### src/rtl/serial_feeder.sv
// Parallel-to-serial feeder: accepts words of 1..WIDTH bits and streams them
// MSB-first onto x/x_valid, with one holding register for gapless back-to-back words.
module serial_feeder #(
  parameter int unsigned WIDTH = 8,
  parameter int unsigned LW    = 4
) (
  input  logic             clock,
  input  logic             reset,
  input  logic             load_valid,
  output logic             load_ready,
  input  logic [WIDTH-1:0] load_data,
  input  logic [LW-1:0]    load_len,
  input  logic             pause,
  output logic             x,
  output logic             x_valid,
  output logic             busy,
  output logic             done
);

  localparam logic [LW-1:0] WIDTH_L = LW'(WIDTH);
  localparam logic [LW-1:0] ONE_L   = LW'(1);

  typedef enum logic {
    IDLE  = 1'b0,
    SHIFT = 1'b1
  } state_e;

  state_e           state_q, state_d;
  logic [WIDTH-1:0] shreg_q, shreg_d;
  logic [LW-1:0]    cnt_q, cnt_d;
  logic [WIDTH-1:0] hold_data_q, hold_data_d;
  logic [LW-1:0]    hold_len_q, hold_len_d;
  logic             hold_full_q, hold_full_d;
  logic             done_q, done_d;

  logic [LW-1:0]    eff_len;
  logic [WIDTH-1:0] aligned;
  logic             last_bit;
  logic             accept;

  // Effective length and left-aligned word so the first bit sits at the shifter MSB
  always_comb begin
    eff_len = load_len;
    if ((load_len == '0) || (load_len > WIDTH_L)) begin
      eff_len = WIDTH_L;
    end
    aligned = load_data << (WIDTH_L - eff_len);
  end

  // Handshake: a full holding register frees up on the edge that ends the current word
  always_comb begin
    last_bit   = (state_q == SHIFT) && (cnt_q == ONE_L) && !pause;
    load_ready = !hold_full_q || last_bit;
    accept     = load_valid && load_ready;
  end

  // Next-state logic for the FSM, shifter and holding register
  always_comb begin
    state_d     = state_q;
    shreg_d     = shreg_q;
    cnt_d       = cnt_q;
    hold_data_d = hold_data_q;
    hold_len_d  = hold_len_q;
    hold_full_d = hold_full_q;
    done_d      = 1'b0;

    case (state_q)
      IDLE: begin
        if (!pause) begin
          if (hold_full_q) begin
            // A word parked while paused or at a word end starts now
            shreg_d     = hold_data_q;
            cnt_d       = hold_len_q;
            hold_full_d = 1'b0;
            state_d     = SHIFT;
          end else if (accept) begin
            shreg_d = aligned;
            cnt_d   = eff_len;
            state_d = SHIFT;
          end
        end else if (accept) begin
          // Paused: park the word rather than leaving IDLE
          hold_data_d = aligned;
          hold_len_d  = eff_len;
          hold_full_d = 1'b1;
        end
      end

      SHIFT: begin
        if (!pause) begin
          if (cnt_q == ONE_L) begin
            done_d = 1'b1;
            if (hold_full_q) begin
              shreg_d     = hold_data_q;
              cnt_d       = hold_len_q;
              hold_full_d = 1'b0;
            end else begin
              shreg_d = '0;
              cnt_d   = '0;
              state_d = IDLE;
            end
          end else begin
            shreg_d = shreg_q << 1;
            cnt_d   = cnt_q - ONE_L;
          end
        end
        // New words always land in the holding register while shifting
        if (accept) begin
          hold_data_d = aligned;
          hold_len_d  = eff_len;
          hold_full_d = 1'b1;
        end
      end

      default: begin
        state_d = IDLE;
      end
    endcase
  end

  // State registers, cleared asynchronously so a reset discards words in flight
  always_ff @(posedge clock or negedge reset) begin
    if (!reset) begin
      state_q     <= IDLE;
      shreg_q     <= '0;
      cnt_q       <= '0;
      hold_data_q <= '0;
      hold_len_q  <= '0;
      hold_full_q <= 1'b0;
      done_q      <= 1'b0;
    end else begin
      state_q     <= state_d;
      shreg_q     <= shreg_d;
      cnt_q       <= cnt_d;
      hold_data_q <= hold_data_d;
      hold_len_q  <= hold_len_d;
      hold_full_q <= hold_full_d;
      done_q      <= done_d;
    end
  end

  // Outputs come straight from registers; pause only masks the valid strobe
  always_comb begin
    x       = shreg_q[WIDTH-1];
    x_valid = (state_q == SHIFT) && !pause;
    busy    = (state_q == SHIFT) || hold_full_q;
    done    = done_q;
  end

endmodule

### config.mk
export PLATFORM = sky130hd
export DESIGN_NAME = serial_feeder
export DESIGN_NICKNAME = d
export VERILOG_FILES = /design/src/rtl/serial_feeder.sv
export SDC_FILE = /design/constraint.sdc
export NUM_CORES = 1
export LEC_CHECK = 0
export BUFFER_PORTS_ARGS = -buffer_cell sky130_fd_sc_hd__buf_2
export CORE_MARGIN = 2
export CORE_UTILIZATION = 40
export DETAILED_ROUTE_END_ITERATION = 10
export PLACE_DENSITY = 0.55
export SYNTH_ARGS = -nofsm -noshare
export SYNTH_HDL_FRONTEND = slang
export SYNTH_SLANG_ARGS = --single-unit
### constraint.sdc
create_clock -name clock -period 2.21 [get_ports clock]
set_clock_uncertainty 0.1 [all_clocks]
set_input_delay 0.1105 -clock clock [delete_from_list [all_inputs] [get_ports clock]]
set_output_delay 0.1105 -clock clock [all_outputs]
set_load 0.01 [all_outputs]
# Word level (Yosys, flattened, before mapping)
# Index checks and enable logic that the tools add are counted.
# Widths: inputs -> output; s select.
op_classes:
  add_sub_neg: 2
  n_lt_le_gt_ge: 1
  n_eq_ne: 8
  shift: 1
  n_mux: 37
  bitwise: 1
  reduce_logical: 12
ops:
  columns: ["operator", "n"]
  rows:
  - ["$mux 8", 8]
  - ["$mux 4", 9]
  - ["$pmux 8 s2", 2]
  - ["$pmux 4 s2", 2]
  - ["$mux 1", 14]
  - ["$shl 8x4->8", 1]
  - ["$ne 2x2->1 const B", 3]
  - ["$ne 3x3->1 const B", 2]
  - ["$reduce_and 3->1", 2]
  - ["$eq 4x1->1 const B", 1]
  - ["$gt 4x4->1 const B", 1]
  - ["$logic_and 1x1->1", 4]
  - ["$logic_not 4->1", 1]
  - ["$pmux 1 s2", 2]
  - ["$sub 4x1->4 const B", 1]
  - ["$sub 4x4->4 const A", 1]
  - ["$logic_or 1x1->1", 3]
  - ["$ne 3x1->1 const B", 1]
  - ["$ne 3x2->1 const B", 1]
  - ["$logic_not 1->1", 2]
  - ["$not 1->1", 1]
totals:
  ff_bits: 27
  input_bits: 16
  output_inout_bits: 5
  wordCells: 69

# Logic depth before layout (Yosys ltp)
logic_depth:
  depth_word: 9
  depth_mapped: 10
  depth_no_buf: 7

# Least setup slack after synthesis
# Ideal clock, no wire load.
synth_path:
  path_type: "input port to flip-flop"
  from: "input load_len[3]"
  to: "register shreg_q[7]"
  setup_time_ns: 0.142
  arrival_time_ns: 1.798
  required_ns: 1.968
  setup_slack_ns: 0.170
  path_stages: 10
  n_path_buf: 3
  cell_sequence: "nand2b_1 > buf_2 > buf_2 > ha_1 > clkbuf_1 > and4b_1 > a31oi_1 > mux2i_1 > a311oi_2 > o221ai_1"
synth_via:
  elab_chain_len: 9
  word_cells_on_any_way: 10
  cone_classes: "add/sub: 1; order compare: 1; shift: 1; mux: 5; reduce/logical: 2"
synth_rtl:
  columns: ["element", "line_no", "rtl"]
  rows:
  - ["start: declaration", "12", "input logic [LW-1:0] load_len,"]
  - ["$gt 4x4->1 or $logic_not 4->1 (tied branches)", "44", "if ((load_len == '0) || (load_len > WIDTH_L)) begin"]
  - ["$logic_or 1x1->1", "44", null]
  - ["$mux 4 (*)", "44", null]
  - ["$sub 4x4->4 (*)", "47", "aligned = load_data << (WIDTH_L - eff_len);"]
  - ["$shl 8x4->8 (*)", "47", null]
  - ["$mux 8 (*)", "76", "end else if (accept) begin"]
  - ["$mux 8 (*)", "70", "if (hold_full_q) begin"]
  - ["$mux 8 (*)", "69", "if (!pause) begin"]
  - ["$pmux 8 s2 (*)", "67", "case (state_q)"]
  - ["end signal: assignment", "133", "shreg_q <= shreg_d;"]
  - ["end: declaration", "29", "logic [WIDTH-1:0] shreg_q, shreg_d;"]
# Mark *: on every way between the ends. The rest lies on a longest branch, timed or not. The select of a mux whose other input is x is not followed.
# A chain may end at the register's enable or synchronous reset.

# Final worst setup path
layout_path:
  from: "register cnt_q[1]"
  to: "register hold_len_q[2]"
layout_via:
  elab_chain_len: 8
layout_rtl:
  columns: ["element", "line_no", "rtl"]
  rows:
  - ["start: declaration", "30", "logic [LW-1:0] cnt_q, cnt_d;"]
  - ["start signal: assignment", "134", "cnt_q <= cnt_d;"]
  - ["$eq 4x1->1 (*)", "52", "last_bit = (state_q == SHIFT) && (cnt_q == ONE_L) && !pause;"]
  - ["$logic_and 1x1->1 (*) (2 in series)", "52", null]
  - ["$logic_or 1x1->1 (*)", "53", "load_ready = !hold_full_q || last_bit;"]
  - ["$logic_and 1x1->1 (*)", "54", "accept = load_valid && load_ready;"]
  - ["$mux 4 (*)", null, null]
  - ["$mux 4", null, null]
  - ["$pmux 4 s2 (*)", null, null]
  - ["end signal: assignment", "136", "hold_len_q <= hold_len_d;"]
  - ["end: declaration", "32", "logic [LW-1:0] hold_len_q, hold_len_d;"]
# Marks and branches as above.

==> key figures <==
Synth
  – Sequential area share after synthesis: 0.367
  – Top cell type's share of synthesized area: 0.367
  – Primary FF master, synth: dfrtp_1
  – Number of library cell types mapped by synthesis: 50
  – EDFF count, synth: 0
  – Syn_area_per_cell: 8.38 sq um
  – Cell count after synthesis: 220
  – Warning count from the yosys run: 0
  – Synth Net Count: 239
  – FFs w/ async S/R, synth: 1.00
  – Synth Cell Area: 0.00184 sq mm
  – Synth area leader: dfrtp_1
  – Synth area leaders: dfrtp_1, nand2_1, o21ai_0
  – Seq cells post-synth: 27

Critical path
  – Startpoint Class: register
  – Reg-to-Reg Start: cnt_q[1]$_DFFE_PN0P_
  – Reg2reg setup slack: 0.18 ns
  – CP top delay family: simple AND/OR/NAND/NOR gates
  – Worst Setup EP: hold_len_q[2]$_DFFE_PN0P_
  – CP Buf/Inv Count: 2
  – Stages on the worst setup path: 8
  – Reg-to-Reg End: hold_len_q[2]$_DFFE_PN0P_
  – CP Launch Point: cnt_q[1]$_DFFE_PN0P_
  – Crit path required time: 2.26 ns
  – Slowest-stage cell, CP: or3b_4
  – WS Path Type: register to register
  – CP max stage delay: 0.42 ns
  – Critical Path AT: 2.08 ns
  – Crit. End Element: register
  – CP cell instances: inv_1, ha_1, or3b_4, o21ai_2, o211ai_4, buf_4, nand2_1, o21ai_0
  – R2r worst-path depth: 8
  – Worst Path Max Fanout: 12

Place
  – Input/output buffers: 20
  – Gp weighted congestion: 0.865
  – Place WS: 0.0825 ns
  – Dpl cells: 292
  – Post-DP Area: 0.00203 sq mm
  – Post-DP HPWL: 3.42 mm

Drt
  – Total Wirelength: 4.59 mm
  – Iteration-0 DRC Markers: 123
  – # DRC: 0
  – Met3 WL: 150 um
  – Routed wire per std cell: 15.5 um
  – Max layer used: met4
  – Met2 WL: 2.05 mm
  – Final ANT Viol Nets: 0
  – Via count: 1,663
  – Met1 WL: 2.35 mm
  – DR vias/cell: 5.60
  – Initial DRT Pass Iterations: 4

Status
  – Status: completed

Cells and area
  – Fin nets: 265
  – Diode count: 0
  – Share of cells above drive strength 1: 0.196
  – Commonest non-fill, non-tap cells in the layout: nand2_1, dfrtp_1, o21ai_0
  – Fin cells: 297
  – Cell area after layout: 0.00211 sq mm
  – Commonest non-fill, non-tap cell in the layout: nand2_1
  – Final-layout fill cell count: 428
  – Fin util: 0.481
  – Area grow syn2layout: 14.5%

Worst hold path
  – Hold Crit Class: input port to register

Power and ir drop
  – Pwr Total: 1.52 mW
  – Pwr dens: 719 mW/mm^2
  – Maximum vdd drop: 0.347 mV
  – Leakage power: 0.962 nW

GRT
  – Gr usage total: 0.191
  – Antenna violations before repair: 0
  – Vias in the first global route: 1,615
  – First-pass GRT wire length: 7.84 mm
  – Largest net degree at the start of global routing: 28
  – GRT Residual Overflow: 0

Timing
  – Fin crit period: 2.03 ns
  – Setup_tns: 0 ns
  – Period utilisation layout: 0.917
  – Relative slew slack: 0.579
  – Count of final setup violators: 0
  – Max frequency: 493 MHz
  – Max-slew violation count: 0
  – Final WS setup: 0.183 ns
  – Final Hold Fails: 0
  – Least-Margin Pin Slew: 0.631 ns
  – RSZ-0062 raised after global routing: no
  – Hold slack: 0.0501 ns

Clock network
  – TritonCTS clock tree: done
  – Inserted Clock Buffers: 3
  – Clk buf depth: 2
  – Post-CTS Setup Bufs: 0
  – Clock-pin slew on the worst setup and hold paths: 0.09 ns
  – CTS root buf: clkbuf_8
  – Clk Latency, worst-skew pair: 0.27 ns
  – Clk sinks: 27
  – H-Tree Depth: 1

Floorplanning
  – Core area: 0.00438 sq mm
  – Die Y: 71.9 um
  – Row Count: 24
  – Total Die Area: 0.00517 sq mm
  – Starting Density: 0.420
  – Chip width: 71.9 um
  – Io pins: 21

Job
  – Max_cap viols: 0
==> report_power, final <==
part	switching, mW	leakage (nW)	internal (mW)	total [mW]
sequential	0.101	0.339	0.633	0.734
combinational	0.274	0.600	0.224	0.498
clock	0.156	0.0228	0.129	0.285
total	0.530	0.962	0.986	1.52
==> worst register-to-register path, cell delays in order, from the launching register on <==
cell and delay [ns]:
dfrtp_1 0.41, inv_1 0.10, ha_1 0.19, or3b_4 0.42, o21ai_2 0.17, o211ai_4 0.16, buf_4 0.22, nand2_1 0.07
o21ai_0 0.08
==> registers in the layout, summed over array words and instances (netlist names) <==
| name | count |
|---|---|
| hold_data_q | 8 |
| state_q | 1 |
| hold_len_q | 4 |
| cnt_q | 4 |
| done | 1 |
| shreg_q | 8 |
| hold_full_q | 1 |
==> synth_stat cells, types with 2 or more instances <==
| master | instances |
|---|---|
| mux2i_1 | 9 |
| a221oi_1 | 3 |
| o41ai_1 | 2 |
| inv_1 | 9 |
| nor2_1 | 14 |
| buf_2 | 6 |
| o211ai_1 | 6 |
| nand4_1 | 2 |
| dfrtp_1 | 27 |
| o22ai_1 | 2 |
| buf_4 | 4 |
| a21oi_1 | 7 |
| and4b_1 | 2 |
| clkbuf_1 | 3 |
| and3_1 | 5 |
| nand2b_1 | 9 |
| o21ai_0 | 21 |
| nand3b_1 | 3 |
| a211o_1 | 2 |
| a21o_1 | 3 |
| nand3_1 | 4 |
| a31oi_1 | 7 |
| nand2_1 | 37 |
| ha_1 | 3 |
| o21ai_2 | 2 |
| o221ai_1 | 2 |
| nor3_1 | 3 |
==> cells by family after synthesis <==
kind of cell	synth area share
AOI/OAI and AO/OA	0.262
xor gates and xnor gates	0.00475
adders and majority gates	0.0204
buffers and inverters	0.0591
DFF	0.367
muxes	0.0550
and+or+nand+nor	0.232
==> how the worst min path moves through the flow <==
stage                             from                         end  depth (start not counted)  slack (ns)
after CTS                 load_data[0]  hold_data_q[0]$_DFFE_PN0P_                          3        0.05
after floorplan                  reset        cnt_q[0]$_DFFE_PN0P_                          0       -0.29
final                     load_data[0]  hold_data_q[0]$_DFFE_PN0P_                          3        0.05
after detailed placement         reset           state_q$_DFF_PN0_                          1        0.07
after global routing      load_data[0]  hold_data_q[0]$_DFFE_PN0P_                          3        0.08
after global placement           reset     hold_full_q$_DFFE_PN0P_                          1        0.06
==> per-layer routing <==
metal | up-vias | GRT usage
met5 | - | 0
met4 | 0 | 0.0503
met3 | 2 | 0.0169
met2 | 34 | 0.316
met1 | 771 | 0.268
li1 | 856 | -
==> layout make-up <==
cell class,instances,area (sq um),area share
clock buffer,4,45.0,0.0213
inverter,10,37.5,0.0178
multi-input combinational,170,1080,0.512
sequential,27,676,0.320
tap,52,65.1,0.0308
timing repair buffer,34,208,0.0984
==> what timing repair did <==
action / CTS / global route
resized for setup: 0 / 4
hold buffers: 1 / 0
setup endpoints to repair: 0 / 15
hold endpoints to repair: 27 / 0
Power figures use the tool's default switching activity.
